`src/rtl/seq_pkg.sv`:
```
// Shared types and encodings for the instruction sequencer: FSM states,
// ALU operations and the opcode/operand field layout of an instruction word.
package seq_pkg;

  typedef enum logic [2:0] {
    S_IDLE,
    S_FETCH,
    S_DECODE,
    S_EXECUTE,
    S_HALTED,
    S_FAULT
  } state_t;

  typedef enum logic [1:0] {
    ALU_ADD,
    ALU_SUB,
    ALU_LDI
  } alu_op_t;

  localparam int OPC_W   = 4;
  localparam int OPR_W   = 4;
  localparam int OPC_MSB = 7;
  localparam int OPC_LSB = 4;
  localparam int OPR_MSB = 3;
  localparam int OPR_LSB = 0;

  localparam logic [OPC_W-1:0] OP_NOP = 4'h0;
  localparam logic [OPC_W-1:0] OP_ADD = 4'h1;
  localparam logic [OPC_W-1:0] OP_LDI = 4'h2;
  localparam logic [OPC_W-1:0] OP_SUB = 4'h3;
  localparam logic [OPC_W-1:0] OP_OUT = 4'h4;
  localparam logic [OPC_W-1:0] OP_JMP = 4'h5;
  localparam logic [OPC_W-1:0] OP_HLT = 4'hF;

  // 0x6..0xE are reserved and trap the sequencer.
  function automatic logic opc_legal(input logic [OPC_W-1:0] opc);
    return (opc <= OP_JMP) || (opc == OP_HLT);
  endfunction

endpackage

```
`src/rtl/instr_sequencer_if.sv`:
```
// Bundle between the sequencer (master) and its program ROM / host (slave):
// ROM fetch path, start strobe, accumulator, OUT transfer and status flags.
interface instr_sequencer_if #(
  parameter int PC_W   = 16,
  parameter int DATA_W = 8
);
  logic                      start;
  logic [PC_W-1:0]           pc;
  logic [DATA_W-1:0]         word;
  logic                      hlt;
  logic [DATA_W-1:0]         acc;
  logic [DATA_W-1:0]         out_data;
  logic [seq_pkg::OPR_W-1:0] out_port;
  logic                      out_valid;
  logic                      busy;
  logic                      done;
  logic                      fault;
  logic                      carry;
  logic                      zero;

  modport master (
    input  start, word, hlt,
    output pc, acc, out_data, out_port, out_valid, busy, done, fault, carry, zero
  );

  modport slave (
    output start, word, hlt,
    input  pc, acc, out_data, out_port, out_valid, busy, done, fault, carry, zero
  );
endinterface

```
`src/rtl/seq_alu.sv`:
```
// Combinational accumulator ALU: ADD, SUB and LDI with carry/borrow and zero.
module seq_alu
  import seq_pkg::*;
#(
  parameter int DATA_W = 8
) (
  input  alu_op_t           i_op,
  input  logic [DATA_W-1:0] i_acc,
  input  logic [DATA_W-1:0] i_imm,
  output logic [DATA_W-1:0] o_result,
  output logic              o_carry,
  output logic              o_zero
);

  // One extra bit holds ADD carry-out, or the borrow of SUB as the sign bit.
  logic [DATA_W:0] w_ext;

  always_comb begin
    w_ext = '0;
    case (i_op)
      ALU_ADD: w_ext = {1'b0, i_acc} + {1'b0, i_imm};
      ALU_SUB: w_ext = {1'b0, i_acc} - {1'b0, i_imm};
      default: w_ext = {1'b0, i_imm};
    endcase
  end

  assign o_result = w_ext[DATA_W-1:0];
  assign o_carry  = w_ext[DATA_W];
  assign o_zero   = (w_ext[DATA_W-1:0] == '0);

endmodule

```
`src/rtl/instr_sequencer.sv`:
```
// Fetch/decode/execute controller for an 8-bit program ROM: three cycles per
// instruction, accumulator datapath, OUT strobe and an instruction watchdog.
module instr_sequencer
  import seq_pkg::*;
#(
  parameter int PC_W      = 16,
  parameter int DATA_W    = 8,
  parameter int MAX_INSTR = 1024
) (
  input  logic              clk,
  input  logic              rst,
  instr_sequencer_if.master io_seq
);

  localparam int CNT_W = (MAX_INSTR < 2) ? 1 : $clog2(MAX_INSTR + 1);

  state_t            r_state;
  state_t            w_state_nxt;
  logic [PC_W-1:0]   r_pc;
  logic [DATA_W-1:0] r_ir;
  logic              r_vld;
  logic [DATA_W-1:0] r_acc;
  logic              r_carry;
  logic              r_zero;
  logic [DATA_W-1:0] r_out_data;
  logic [OPR_W-1:0]  r_out_port;
  logic              r_out_valid;
  logic [CNT_W-1:0]  r_cnt;

  logic [CNT_W-1:0]  w_cnt_nxt;
  logic [OPC_W-1:0]  w_opc;
  logic [OPR_W-1:0]  w_opr;
  logic [DATA_W-1:0] w_imm;
  logic              w_launch;
  logic              w_exec;
  logic              w_wdog_hit;
  logic              w_busy;
  logic              w_done;
  logic              w_fault;
  logic              w_alu_en;
  alu_op_t           w_alu_op;
  logic [DATA_W-1:0] w_alu_res;
  logic              w_alu_carry;
  logic              w_alu_zero;

  assign w_opc      = r_ir[OPC_MSB:OPC_LSB];
  assign w_opr      = r_ir[OPR_MSB:OPR_LSB];
  assign w_imm      = DATA_W'(w_opr);
  assign w_cnt_nxt  = r_cnt + CNT_W'(1);
  // A zero limit turns the watchdog off; the counter then just wraps.
  assign w_wdog_hit = (MAX_INSTR != 0) && (w_cnt_nxt == CNT_W'(MAX_INSTR));

  seq_alu #(
    .DATA_W(DATA_W)
  ) u_alu (
    .i_op    (w_alu_op),
    .i_acc   (r_acc),
    .i_imm   (w_imm),
    .o_result(w_alu_res),
    .o_carry (w_alu_carry),
    .o_zero  (w_alu_zero)
  );

  always_comb begin
    w_alu_op = ALU_LDI;
    w_alu_en = 1'b0;
    case (w_opc)
      OP_ADD: begin w_alu_op = ALU_ADD; w_alu_en = 1'b1; end
      OP_SUB: begin w_alu_op = ALU_SUB; w_alu_en = 1'b1; end
      OP_LDI: begin w_alu_op = ALU_LDI; w_alu_en = 1'b1; end
      default: ;
    endcase
  end

  always_ff @(posedge clk) begin
    if (rst) r_state <= S_IDLE;
    else     r_state <= w_state_nxt;
  end

  always_comb begin
    w_state_nxt = r_state;
    w_launch    = 1'b0;
    w_exec      = 1'b0;
    w_busy      = 1'b0;
    w_done      = 1'b0;
    w_fault     = 1'b0;
    case (r_state)
      S_IDLE: begin
        if (io_seq.start) begin
          w_launch    = 1'b1;
          w_state_nxt = S_FETCH;
        end
      end
      S_FETCH: begin
        w_busy      = 1'b1;
        w_state_nxt = S_DECODE;
      end
      S_DECODE: begin
        w_busy = 1'b1;
        if (!r_vld)                 w_state_nxt = S_HALTED;
        else if (!opc_legal(w_opc)) w_state_nxt = S_FAULT;
        else                        w_state_nxt = S_EXECUTE;
      end
      S_EXECUTE: begin
        w_busy = 1'b1;
        w_exec = 1'b1;
        if (w_wdog_hit)             w_state_nxt = S_FAULT;
        else if (w_opc == OP_HLT)   w_state_nxt = S_HALTED;
        else                        w_state_nxt = S_FETCH;
      end
      S_HALTED: begin
        w_done = 1'b1;
        if (io_seq.start) begin
          w_launch    = 1'b1;
          w_state_nxt = S_FETCH;
        end
      end
      S_FAULT: begin
        w_fault = 1'b1;
        if (io_seq.start) begin
          w_launch    = 1'b1;
          w_state_nxt = S_FETCH;
        end
      end
      default: w_state_nxt = S_IDLE;
    endcase
  end

  // Datapath: fetch latches IR, execute commits pc/acc/flags/OUT.
  always_ff @(posedge clk) begin
    if (rst) begin
      r_pc        <= '0;
      r_ir        <= '0;
      r_vld       <= 1'b0;
      r_acc       <= '0;
      r_carry     <= 1'b0;
      r_zero      <= 1'b0;
      r_out_data  <= '0;
      r_out_port  <= '0;
      r_out_valid <= 1'b0;
      r_cnt       <= '0;
    end else begin
      r_out_valid <= 1'b0;
      if (w_launch) begin
        r_pc    <= '0;
        r_acc   <= '0;
        r_carry <= 1'b0;
        r_zero  <= 1'b0;
        r_cnt   <= '0;
      end
      if (r_state == S_FETCH) begin
        r_ir  <= io_seq.word;
        r_vld <= io_seq.hlt;
      end
      if (w_exec) begin
        r_cnt <= w_cnt_nxt;
        r_pc  <= (w_opc == OP_JMP) ? PC_W'(w_opr) : r_pc + PC_W'(1);
        if (w_alu_en) begin
          r_acc   <= w_alu_res;
          r_carry <= w_alu_carry;
          r_zero  <= w_alu_zero;
        end
        if (w_opc == OP_OUT) begin
          r_out_data  <= r_acc;
          r_out_port  <= w_opr;
          r_out_valid <= 1'b1;
        end
      end
    end
  end

  assign io_seq.pc        = r_pc;
  assign io_seq.acc       = r_acc;
  assign io_seq.out_data  = r_out_data;
  assign io_seq.out_port  = r_out_port;
  assign io_seq.out_valid = r_out_valid;
  assign io_seq.busy      = w_busy;
  assign io_seq.done      = w_done;
  assign io_seq.fault     = w_fault;
  assign io_seq.carry     = r_carry;
  assign io_seq.zero      = r_zero;

endmodule

```
`src/flat_wrapper.sv`:
```
// flat-port wrapper written by rule: the top's interface ports become plain ports
module instr_sequencer_flat import seq_pkg::*;
#(
  parameter int PC_W      = 16,
  parameter int DATA_W    = 8,
  parameter int MAX_INSTR = 1024
)
  (clk, rst, io_seq_start, io_seq_word, io_seq_hlt, io_seq_pc, io_seq_acc, io_seq_out_data, io_seq_out_port, io_seq_out_valid, io_seq_busy, io_seq_done, io_seq_fault, io_seq_carry, io_seq_zero);
  instr_sequencer_if #(.PC_W(PC_W), .DATA_W(DATA_W)) io_seq_i ();
  input  logic clk;
  input  logic rst;
  input wire logic [$bits(io_seq_i.start)-1:0] io_seq_start;
  input wire logic [$bits(io_seq_i.word)-1:0] io_seq_word;
  input wire logic [$bits(io_seq_i.hlt)-1:0] io_seq_hlt;
  output wire logic [$bits(io_seq_i.pc)-1:0] io_seq_pc;
  output wire logic [$bits(io_seq_i.acc)-1:0] io_seq_acc;
  output wire logic [$bits(io_seq_i.out_data)-1:0] io_seq_out_data;
  output wire logic [$bits(io_seq_i.out_port)-1:0] io_seq_out_port;
  output wire logic [$bits(io_seq_i.out_valid)-1:0] io_seq_out_valid;
  output wire logic [$bits(io_seq_i.busy)-1:0] io_seq_busy;
  output wire logic [$bits(io_seq_i.done)-1:0] io_seq_done;
  output wire logic [$bits(io_seq_i.fault)-1:0] io_seq_fault;
  output wire logic [$bits(io_seq_i.carry)-1:0] io_seq_carry;
  output wire logic [$bits(io_seq_i.zero)-1:0] io_seq_zero;
  assign io_seq_i.start = io_seq_start;
  assign io_seq_i.word = io_seq_word;
  assign io_seq_i.hlt = io_seq_hlt;
  assign io_seq_pc = io_seq_i.pc;
  assign io_seq_acc = io_seq_i.acc;
  assign io_seq_out_data = io_seq_i.out_data;
  assign io_seq_out_port = io_seq_i.out_port;
  assign io_seq_out_valid = io_seq_i.out_valid;
  assign io_seq_busy = io_seq_i.busy;
  assign io_seq_done = io_seq_i.done;
  assign io_seq_fault = io_seq_i.fault;
  assign io_seq_carry = io_seq_i.carry;
  assign io_seq_zero = io_seq_i.zero;
  instr_sequencer #(.PC_W(PC_W), .DATA_W(DATA_W), .MAX_INSTR(MAX_INSTR)) u_core (.clk(clk), .rst(rst), .io_seq(io_seq_i));
endmodule
```
`config.mk`:
```
export PLATFORM = sky130hd
export DESIGN_NAME = instr_sequencer_flat
export DESIGN_NICKNAME = d
export VERILOG_FILES = /design/src/rtl/seq_pkg.sv /design/src/rtl/instr_sequencer_if.sv /design/src/rtl/seq_alu.sv /design/src/rtl/instr_sequencer.sv /design/src/flat_wrapper.sv
export SDC_FILE = /design/constraint.sdc
export NUM_CORES = 1
export LEC_CHECK = 0
export BUFFER_PORTS_ARGS = -buffer_cell sky130_fd_sc_hd__buf_2
export CAP_MARGIN = 20
export CORE_UTILIZATION = 55
export DETAILED_ROUTE_END_ITERATION = 10
export PLACE_DENSITY = 0.78
export SYNTH_ARGS = -nofsm -noshare
export SYNTH_HDL_FRONTEND = slang
export SYNTH_SLANG_ARGS = --single-unit
```
`constraint.sdc`:
```
create_clock -name clk -period 3.1 [get_ports clk]
set_input_delay 0.155 -clock clk [delete_from_list [all_inputs] [get_ports clk]]
set_output_delay 0.155 -clock clk [all_outputs]
set_load 0.02 [all_outputs]
```
==> metrics.md, run 1 <==
| Metric | Value |
|---|---|
| Fin crit share | 93.2% |
| Yosys synthesis warning count | 0 |
| Leakage power summed over all cells | 1.65 nW |
| Port buffer count | 53 |
| Gpl congestion | about 0.9 |
| Via-to-Cell Ratio | 5.87 |
| Antenna fix cells | 0 |
| Synthesized instance count | 433 |
| Post-route clock skew | 8.81 ps |
| Outcome | finished clean |
| Hold Violations, Final | 0 |
| Minimum setup slack among reg-to-reg paths | roughly 210 ps |
| Peak VDD IR | 0.000300 V |
| DRT iter0 DRCs | 188 |
| Post-placement cell area | 3680 um^2 |
| Standard cell core area | approximately 6000 um^2 |
| Fmax | ~350 MHz |
| Net Count, Synth | roughly 460 |
| Average cell area after synthesis | around 8 um^2 |
| Final WL | 8.08 mm |
| I/O pin count | 54 |
| Clock net sink count | 62 |
| Clock Tree Buf Depth | 2 |
| RSZ-0062 raised after global routing | no |
| Total of endpoints with negative setup slack in the final report | 0 |
| Count of nets after finishing | ~500 |
| Share of final-layout standard cells stronger than drive strength 1 | 16.7% |
| Max Slew Vio Count | 0 |
| Count of standard-cell rows | 28 |
| Post-layout total power | between 1.5 and 2 mW |
| Flip-flop and latch count after synthesis | between 60 and 70 |
| Post-route standard cell area excluding fillers | between 3000 and 4000 um^2 |
| Tightest slew margin relative to the limit | between 50% and 60% |
| Setup TNS | 0 ps |
| Number of global-route vias before repair | just under 3000 |
| Post-synthesis cell type with the largest combined area | sky130_fd_sc_hd__dfxtp_1 |
| Worst-case hold slack | around 45 ps |
| Remaining antenna violation count | 0 |
| Clock insertion delay at the later pin of the skew report | ~340 ps |
| Clock root cell | sky130_fd_sc_hd__clkbuf_8 |
| Post-CTS sizing | 0 |
| Data arrival time of the critical path | 3120 ps |
| Post-CTS setup buffer count | 0 |
| Crit path time final | roughly 2900 ps |
| Initial cell density of the core | between 50% and 60% |
| Tightest Pin Transition | approximately 660 ps |
| Sort of element at the start of the critical path | flip-flop |
| H-tree depth | 3 |
| All-Layer GR Usage | around a quarter |
| 1st-pass router iterations | 5 |
| Most used flip-flop cell after synthesis | sky130_fd_sc_hd__dfxtp_1 |
| Routed length per instance | 14.6 um |
| Share of synthesized registers carrying an async set or reset | 0% |
| Critical Path End Type | flip-flop |
| Hold_buf cts | 0 |
| Largest net degree at the start of global routing | 38 |
| CTS tree | yes |
| Sequential share of the synthesized area | 36.4% |
| Cell area after synthesis | between 3000 and 4000 um^2 |
| Max incr delay on CP | about 400 ps |
| Number of enable-type register cells in the synthesized netlist | 0 |
| Area grow syn2layout | 14.5% |
| Critical-path cell list | nor2_1 > and3_1 > mux2_2 > inv_1 > ha_1 > nor2b_1 > o221a_2 > o41a_1 > nor3_1 > nor3_2 > a32o_1 |
| Number of library cell types mapped by synthesis | 54 |
| Areal power density over the cells | approximately 500 nW/um^2 |
| Die Footprint | about 6500 um^2 |
| Crit Path Category | flip-flop to flip-flop |
| Top cells by area in the synthesized netlist | sky130_fd_sc_hd__dfxtp_1, sky130_fd_sc_hd__nor2_1, sky130_fd_sc_hd__a21oi_1 |
| Clock slew at the register clock pins of the worst setup and hold paths | ~60 ps |
| Cts bufs inserted | 9 |
| Total vias in the final route | between 3000 and 4000 |
| # Max-Cap Violations | 0 |
| Post-detail-place hpwl | around 5.6 mm |
| Antenna violations before repair | 0 |
| Wire length of the first global-routing pass | about 13 mm |
| Required time worst endpoint | 3330 ps |
| Die Height | around 80 um |
| Yosys top cell area share | ~36% |
| Crit path max fanout | 9 |
| Cell with the largest stage delay on the worst path | sky130_fd_sc_hd__mux2_2 |
| Most common cell after layout, fill and taps aside | sky130_fd_sc_hd__nor2_1 |
| Post-route DRC | 0 |
| Die span in x | ~81 um |
| Classification of the worst-slack hold path | input port to flip-flop |
| Post-route worst setup slack | ~210 ps |
| Grt ovf | 0 |
| Worst-case setup slack after placement | about 240 ps |
| Top library cells by usage in the layout, fill and taps aside | sky130_fd_sc_hd__nor2_1, sky130_fd_sc_hd__dfxtp_1, sky130_fd_sc_hd__buf_2, sky130_fd_sc_hd__a21oi_1, sky130_fd_sc_hd__nand2_1 |
registers in the layout, summed over array words and instances (netlist names):
signal,flops
u_core.r_state,3
u_core.io_seq.zero,1
u_core.io_seq.pc,16
u_core.io_seq.out_data,8
u_core.io_seq.out_valid,1
u_core.io_seq.carry,1
u_core.r_cnt,11
u_core.r_ir,8
u_core.io_seq.acc,8
u_core.r_vld,1
u_core.io_seq.out_port,4
through the flow:
step           instances  util (%)
4_1_cts              555      65.5
3_3_place_gp         539      61.9
3_5_place_dp         539      61.9
6_report             555      65.5
5_1_grt              555      65.5
2_1_floorplan        433         -
worst max-delay path: cells and delay by family (launching register included):
family	cells	cell delay, ps
flip-flops	1	380
AND/OR/NAND/NOR	5	900
AO/OA/AOI/OAI	3	830
multiplexers	1	400
buffers and inverters	1	70
adder cells (fa/ha/maj)	1	210
layer usage:
layer | wire (um) | global-route usage [%] | part of all wire (%) | up-vias
li1 | - | - | - | 1639
met1 | 3930 | 34.5 | 49 | 1509
met2 | 3650 | 42.9 | 45 | 92
met3 | 337 | 3.98 | 4.2 | 18
met4 | 163 | 11.4 | 2.0 | 0
met5 | 0 | 0 | 0 | -
Yosys cell counts (all sizes together), types with 5 or more instances:
cell type   n
nor2       83
dfxtp      62
a21oi      37
o21ai      24
nand2      23
nand3      18
mux2i      17
nor3       16
buf        14
clkbuf     13
ha         13
a31oi      11
and3        8
nand2b      7
nor2b       7
a21o        6
inv         6
a211oi      5
xnor2       5
power by group:
part | internal, mW | switching (mW) | total, mW
Clock | 0.473 | 0.309 | 0.781
Sequential | 0.810 | 0.0241 | 0.834
Combinational | 0.132 | 0.184 | 0.316
Total | 1.41 | 0.517 | 1.93
final cells by class:
| class | count | area (um^2) |
|---|---|---|
| inverter | 6 | 22.5 |
| tap | 75 | 93.8 |
| clock buffer | 12 | 145 |
| multi-input combinational | 338 | 2020 |
| clock inverter | 4 | 70.1 |
| timing repair buffer | 58 | 303 |
| fill | 526 | 2060 |
| sequential | 62 | 1240 |
cells by family after synthesis:
group | count (synthesis) | share of synthesized area, %
adders and majority gates | 14 | 5.36
AOI/OAI and AO/OA | 107 | 19.6
buffers and inverters | 33 | 4.15
muxes | 18 | 5.32
and+or+nand+nor | 193 | 27.6
xor gates and xnor gates | 6 | 1.54
DFF | 62 | 36.4
final timing paths:
check / to / startpoint / cells after the start
worst max-delay path: u_core.io_seq.acc[7]$_SDFF_PP0_ / u_core.r_ir[6]$_SDFFE_PP0P_ / 11
worst min-delay path: u_core.r_ir[0]$_SDFFE_PP0P_ / io_seq_word[0] / 3
worst max register to register: u_core.io_seq.acc[7]$_SDFF_PP0_ / u_core.r_ir[6]$_SDFFE_PP0P_ / 11
worst min register to register: u_core.io_seq.zero$_SDFF_PP0_ / u_core.io_seq.zero$_SDFF_PP0_ / 2
No activity file was read; power rests on OpenSTA's default activity.
==> run 2: changes to the inputs <==
--- a/config.mk
+++ b/config.mk
@@ -9,6 +9,7 @@
 export CAP_MARGIN = 20
 export CORE_UTILIZATION = 55
 export DETAILED_ROUTE_END_ITERATION = 10
+export HOLD_SLACK_MARGIN = 0.02
 export PLACE_DENSITY = 0.78
 export SYNTH_ARGS = -nofsm -noshare
 export SYNTH_HDL_FRONTEND = slang
==> constraint.sdc (replaced) <==
create_clock -name clk -period 3.5 [get_ports clk]
set_input_delay 0.175 -clock clk [delete_from_list [all_inputs] [get_ports clk]]
set_output_delay 0.175 -clock clk [all_outputs]
set_load 0.02 [all_outputs]
==> run 2 against run 1 <==
Clock-buffer cell count is 1 higher; sequential cell count stayed put; clock power fell by 33%; clock skew fell by 4.1 ps; global-route usage grew 0.31 points; highest routed layer unchanged.
==> metrics.md, run 2 (same netlist as run 1, synthesis figures left out) <==
| Metric | Value |
|---|---|
| Fin crit share | 81.3% (-12 points) |
| Remaining antenna violation count | 0 (unchanged) |
| Final WL | 8.16 mm (+0.99%) |
| Initial cell density of the core | 57.2% (unchanged) |
| Post-route DRC | 0 (unchanged) |
| Setup TNS | 0 ps (unchanged) |
| I/O pin count | 54 (unchanged) |
| Launch instance of the worst register-to-register path | u_core.r_ir[6]$_SDFFE_PP0P_ |
| Areal power density over the cells | 402 nW/um^2 (-19%) |
| Clock slew at the register clock pins of the worst setup and hold paths | 70 ps (about the same) |
| Routed length per instance | 14.7 um (+1.2%) |
| Register-to-Register Path Depth | 10 (-1) |
| Required time worst endpoint | 3770 ps (+440 ps) |
| Post-detail-place hpwl | 5.62 mm (+0.29%) |
| Area grow syn2layout | 12.5% |
| RSZ-0062 raised after global routing | no |
| Die Height | 80.7 um (unchanged) |
| R2R Path End | u_core.io_seq.acc[6]$_SDFF_PP0_ |
| Peak VDD IR | 0.000249 V (-17%) |
| Antenna violations before repair | 0 (unchanged) |
| Standard cell core area | 5960 um^2 (unchanged) |
| Startpoint of the worst hold path | io_seq_word[0] |
| Data arrival time of the critical path | 3120 ps (about the same) |
| Post-route standard cell area excluding fillers | 3830 um^2 (-1.7%) |
| Clock root cell | sky130_fd_sc_hd__clkbuf_8 |
| Outcome | finished clean |
| Leakage power summed over all cells | 1.62 nW (-2.0%) |
| Number of global-route vias before repair | 2929 (+0.62%) |
| Clock net sink count | 62 (unchanged) |
| Via-to-Cell Ratio | 5.90 (+0.55%) |
| Crit path max fanout | 9 (unchanged) |
| Fmax | 351 MHz (+1.6%) |
| Post-CTS setup buffer count | 0 (unchanged) |
| Count of nets after finishing | 501 (unchanged) |
| Tightest slew margin relative to the limit | 27.8% (-28 points) |
| Total vias in the final route | 3270 (+0.37%) |
| 1st-pass router iterations | 5 (unchanged) |
| Clock insertion delay at the later pin of the skew report | 350 ps (about the same) |
| H-tree depth | 3 (unchanged) |
| Count of standard-cell rows | 28 (unchanged) |
| Wire length of the first global-routing pass | 13.3 mm (-0.31%) |
| Critical Path End Type | flip-flop |
| Hold Crit Endpoint | u_core.r_ir[0]$_SDFFE_PP0P_ |
| Clock Tree Buf Depth | 2 (unchanged) |
| Gpl congestion | 0.894 (+1.7%) |
| All-Layer GR Usage | 26.7% (+0.31 points) |
| Die Footprint | 6510 um^2 (unchanged) |
| Post-route clock skew | 4.69 ps (-4.12 ps) |
| Hold Violations, Final | 0 (unchanged) |
| Antenna fix cells | 0 (unchanged) |
| Crit Path Category | flip-flop to flip-flop |
| Port buffer count | 53 (unchanged) |
| Tightest Pin Transition | 1080 ps (+422 ps) |
| Die span in x | 80.7 um (unchanged) |
| Minimum setup slack among reg-to-reg paths | 650 ps (+450 ps) |
| Fill cell total of the finished layout | 541 (+2.9%) |
| Startpoint of the worst setup timing path | u_core.r_ir[6]$_SDFFE_PP0P_ |
| Classification of the worst-slack hold path | input port to flip-flop |
| Max FFs per register | 16 (unchanged) |
| Cts bufs inserted | 9 (unchanged) |
| Grt ovf | 0 (unchanged) |
| Max Slew Vio Count | 0 (unchanged) |
| Share of final-layout standard cells stronger than drive strength 1 | 16.1% (-0.59 points) |
| Number of stages on the worst hold path | 3 (unchanged) |
| Post-placement cell area | 3680 um^2 (unchanged) |
| Sort of element at the start of the critical path | flip-flop |
| # Max-Cap Violations | 0 (unchanged) |
| CTS tree | yes |
| Largest net degree at the start of global routing | 37 (-2.6%) |
| Most common cell after layout, fill and taps aside | sky130_fd_sc_hd__nor2_1 |
| Crit path time final | 2850 ps (-45.1 ps) |
| Post-CTS sizing | 0 (unchanged) |
| Total of endpoints with negative setup slack in the final report | 0 (unchanged) |
| DRT iter0 DRCs | 221 (+18%) |
| Hold_buf cts | 0 (unchanged) |
| Top library cells by usage in the layout, fill and taps aside | sky130_fd_sc_hd__nor2_1, sky130_fd_sc_hd__dfxtp_1, sky130_fd_sc_hd__buf_2, sky130_fd_sc_hd__a21oi_1, sky130_fd_sc_hd__nand2_1 |
-- run 2: final cells by class --
| cell class | instances | area, um^2 | share of cell area, % |
|---|---|---|---|
| well taps | 75 | 93.8 | 2.45 |
| multi-input cells | 338 | 2020 | 52.8 |
| repair buffers | 58 | 303 | 7.90 |
| clock buffers | 13 | 139 | 3.62 |
| inverters | 6 | 22.5 | 0.587 |
| flip-flops and latches | 62 | 1240 | 32.4 |
| clock inverters | 2 | 10.0 | 0.261 |
-- run 2: through the flow --
| stage | util (%) | power [mW] | cells | hold WS, ps | setup WS [ps] |
|---|---|---|---|---|---|
| after global placement | 61.9 | 1.02 | 539 | 410 | 761 |
| after CTS | 64.4 | 1.54 | 554 | 55.1 | 665 |
| after floorplan | - | 0.972 | 433 | 314 | 713 |
| after global routing | 64.4 | 1.61 | 554 | 79.5 | 478 |
| after detailed placement | 61.9 | 1.03 | 539 | 414 | 681 |
| final | 64.4 | 1.54 | 554 | 62.2 | 654 |
-- run 2: how the worst max path moves through the flow --
stage,to,cells past startpoint
2_1_floorplan,u_core.io_seq.acc[7]$_SDFF_PP0_,13
3_3_place_gp,u_core.io_seq.acc[7]$_SDFF_PP0_,11
3_5_place_dp,u_core.io_seq.acc[7]$_SDFF_PP0_,11
4_1_cts,u_core.io_seq.acc[7]$_SDFF_PP0_,11
5_1_grt,u_core.io_seq.acc[6]$_SDFF_PP0_,10
6_report,u_core.io_seq.acc[6]$_SDFF_PP0_,10
-- run 2: metal layers --
layer	up-vias	global-route usage, %	part of all wire, %
li1	1639	-	-
met1	1533	34.4	48
met2	81	42.1	46
met3	17	4.77	3.7
met4	0	14.5	2.3
met5	-	0	0
-- run 2: power breakdown --
group / internal [mW] / leakage [nW] / switching [mW]
Clock: 0.252 / 0.0773 / 0.270
Sequential: 0.717 / 0.501 / 0.0215
Combinational: 0.116 / 1.04 / 0.164
Total: 1.09 / 1.62 / 0.455
-- run 2: critical path, cell delays in order (launching register included) --
cell and delay (ps):
sky130_fd_sc_hd__dfxtp_1 380, sky130_fd_sc_hd__nor2_1 150, sky130_fd_sc_hd__and3_1 300, sky130_fd_sc_hd__mux2_2 390
sky130_fd_sc_hd__fa_1 430, sky130_fd_sc_hd__nor2b_1 200, sky130_fd_sc_hd__o22ai_1 150, sky130_fd_sc_hd__o21ai_1 220
sky130_fd_sc_hd__xnor2_1 110, sky130_fd_sc_hd__or3_1 320, sky130_fd_sc_hd__a21oi_1 120
==> run 3: changes to the inputs <==
==> constraint.sdc (replaced) <==
create_clock -name clk -period 2.9 [get_ports clk]
set_input_delay 0.145 -clock clk [delete_from_list [all_inputs] [get_ports clk]]
set_output_delay 0.145 -clock clk [all_outputs]
set_load 0.02 [all_outputs]
==> run 3 against run 2 <==
Global-route usage rose by 0.059 points; sequential power rose by 20%; highest routed layer unchanged; first-iteration DRC count fell by 15%; sequential cell count did not move; register-to-register slack got worse by 550 ps; cell area rose by 2.2%; sequential share of layout area fell by 0.70 points; clock power rose by 49%; hold slack got worse by 26 ps; setup slack got worse by 550 ps; critical path depth rose by 1; critical path type unchanged; total power rose by 31%.
==> metrics.md, run 3 (same netlist as run 1, synthesis figures left out) <==
| Metric | Value |
|---|---|
| Fin crit share | 96.5% (+15 points) |
| Share of total power consumed by net switching | 27.9% (-1.7 points) |
| Peak VDD IR | 0.000318 V (+28%) |
| Via-to-Cell Ratio | 5.83 (-1.3%) |
| Share of final-layout standard cells stronger than drive strength 1 | 17.6% (+1.5 points) |
| Gpl congestion | 0.880 (-1.6%) |
| Standard cell core area | 5960 um^2 (unchanged) |
| Startpoint of the worst setup timing path | u_core.r_ir[7]$_SDFFE_PP0P_ |
| Clock Tree Buf Depth | 2 (unchanged) |
| Crit Path Category | flip-flop to flip-flop |
| Fill cell total of the finished layout | 525 (-3.0%) |
| Count of nets after finishing | 504 (+0.60%) |
| Crit path time final | 2800 ps (-45.8 ps) |
| Area grow syn2layout | 15.0% |
| Most common cell after layout, fill and taps aside | sky130_fd_sc_hd__nor2_1 |
| Die Height | 80.7 um (unchanged) |
| Post-CTS setup buffer count | 0 (unchanged) |
| Critical Path End Type | flip-flop |
| Areal power density over the cells | 515 nW/um^2 (+28%) |
| Classification of the worst-slack hold path | input port to flip-flop |
| Design internal power | 1.46 mW (+34%) |
| Data arrival time of the critical path | 3040 ps (-80 ps) |
| Post-route worst setup slack | 100 ps (-554 ps) |
| Fmax | 357 MHz (+1.6%) |
| Outcome | finished clean |
| CTS tree | yes |
| Max FFs per register | 16 (unchanged) |
| Port buffer count | 53 (unchanged) |
| Clock slew at the register clock pins of the worst setup and hold paths | 70 ps (about the same) |
| Number of global-route vias before repair | 2994 (+2.2%) |
| Leakage power summed over all cells | 1.66 nW (+2.5%) |
| Hold Violations, Final | 0 (unchanged) |
| Count of standard-cell rows | 28 (unchanged) |
| Launch instance of the worst register-to-register path | u_core.r_ir[7]$_SDFFE_PP0P_ |
| Top library cells by usage in the layout, fill and taps aside | sky130_fd_sc_hd__nor2_1, sky130_fd_sc_hd__dfxtp_1, sky130_fd_sc_hd__buf_2, sky130_fd_sc_hd__a21oi_1, sky130_fd_sc_hd__nand2_1 |
| Post-route DRC | 0 (unchanged) |
| Antenna violations before repair | 0 (unchanged) |
| 1st-pass router iterations | 5 (unchanged) |
| Initial cell density of the core | 57.2% (unchanged) |
| Setup TNS | 0 ps (unchanged) |
| Wire length of the first global-routing pass | 13.5 mm (+1.8%) |
| All-Layer GR Usage | 26.7% (+0.059 points) |
| Die Footprint | 6510 um^2 (unchanged) |
| RSZ-0062 raised after global routing | no |
| Minimum setup slack among reg-to-reg paths | 100 ps (-550 ps) |
| Largest net degree at the start of global routing | 38 (+2.7%) |
| Max Slew Vio Count | 0 (unchanged) |
| H-tree depth | 3 (unchanged) |
| Cts bufs inserted | 9 (unchanged) |
| Clock net sink count | 62 (unchanged) |
| Combinational power share | 17.3% (-0.9 points) |
| Clock root cell | sky130_fd_sc_hd__clkbuf_8 |
| Total of endpoints with negative setup slack in the final report | 0 (unchanged) |
| Tightest slew margin relative to the limit | 54.6% (+27 points) |
| Tightest Pin Transition | 682 ps (-397 ps) |
| Sort of element at the start of the critical path | flip-flop |
| Sequential Power Share | 44.1% (-3.9 points) |
| I/O pin count | 54 (unchanged) |
| # Max-Cap Violations | 0 (unchanged) |
| Required time worst endpoint | 3140 ps (-630 ps) |
| Final WL | 8.11 mm (-0.67%) |
| Startpoint of the worst hold path | io_seq_word[2] |
| Crit path max fanout | 7 (-2) |
| DRT iter0 DRCs | 188 (-15%) |
| Total vias in the final route | 3252 (-0.55%) |
| Grt ovf | 0 (unchanged) |
| Part of the power in the clock network | 38.6% (+4.7 points) |
| Remaining antenna violation count | 0 (unchanged) |
| Routed length per instance | 14.5 um (-1.4%) |
| Post-detail-place hpwl | 5.57 mm (-0.88%) |
| Antenna fix cells | 0 (unchanged) |
| Worst-case setup slack after placement | 78.9 ps (-603 ps) |
| Switching power | 0.563 mW (+24%) |
| Post-route clock skew | 9.43 ps (+4.74 ps) |
| Clock insertion delay at the later pin of the skew report | 350 ps (about the same) |
| Die span in x | 80.7 um (unchanged) |
==> run 3: what timing repair did <==
action,in CTS,in global routing
endpoints found under the hold margin,1,0
resized for setup,0,3
endpoints found under the setup margin,0,4
hold buffers,1,0
==> run 3: critical path: stages, from the launching register on <==
cell	delay (ps)
sky130_fd_sc_hd__dfxtp_1	360
sky130_fd_sc_hd__nor2_1	150
sky130_fd_sc_hd__and3_2	270
sky130_fd_sc_hd__mux2_2	380
sky130_fd_sc_hd__inv_1	70
sky130_fd_sc_hd__ha_1	210
sky130_fd_sc_hd__nor2b_1	150
sky130_fd_sc_hd__o221a_2	260
sky130_fd_sc_hd__o41a_1	330
sky130_fd_sc_hd__nor3_1	200
sky130_fd_sc_hd__nor3_2	90
sky130_fd_sc_hd__a32o_1	220
==> run 3: power by group through the flow <==
| stage | combinational, mW | clock, mW | sequential [mW] |
|---|---|---|---|
| after global placement | 0.327 | 0 | 0.907 |
| final | 0.350 | 0.778 | 0.889 |
| after global routing | 0.386 | 0.835 | 0.892 |
| after floorplan | 0.278 | 0 | 0.895 |
| after detailed placement | 0.337 | 0 | 0.908 |
| after CTS | 0.342 | 0.790 | 0.889 |
==> run 3: cell type report <==
class	count	area, um^2	area share (%)
repair buffers	61	328	8.37
multi-input cells	338	2030	51.9
clock buffers	13	159	4.05
clock inverters	3	42.5	1.09
well taps	75	93.8	2.39
flip-flops and latches	62	1240	31.7
inverters	6	22.5	0.575
==> run 3: final timing paths <==
| check | cells after the start | endpoint |
|---|---|---|
| max | 11 | u_core.io_seq.acc[7]$_SDFF_PP0_ |
| min | 3 | u_core.r_ir[2]$_SDFFE_PP0P_ |
| max reg2reg | 11 | u_core.io_seq.acc[7]$_SDFF_PP0_ |
| min reg2reg | 2 | u_core.io_seq.zero$_SDFF_PP0_ |
==> run 3: layer usage <==
layer / part of all wire [%] / track usage (%)
met4: 1.4 / 10.0
met5: 0 / 0
met2: 46 / 42.8
met1: 48 / 34.7
met3: 4.3 / 6.48
==> run 3: metrics by stage <==
stage	hold WS, ps	area (um^2)	total power [mW]	instances	util [%]
6_report	36.5	3920	2.02	558	65.8
5_1_grt	33.6	3920	2.11	558	65.8
4_1_cts	28.6	3910	2.02	558	65.7
3_5_place_dp	379	3700	1.25	541	62.1
3_3_place_gp	378	3700	1.23	541	62.1
2_1_floorplan	284	3410	1.17	433	-
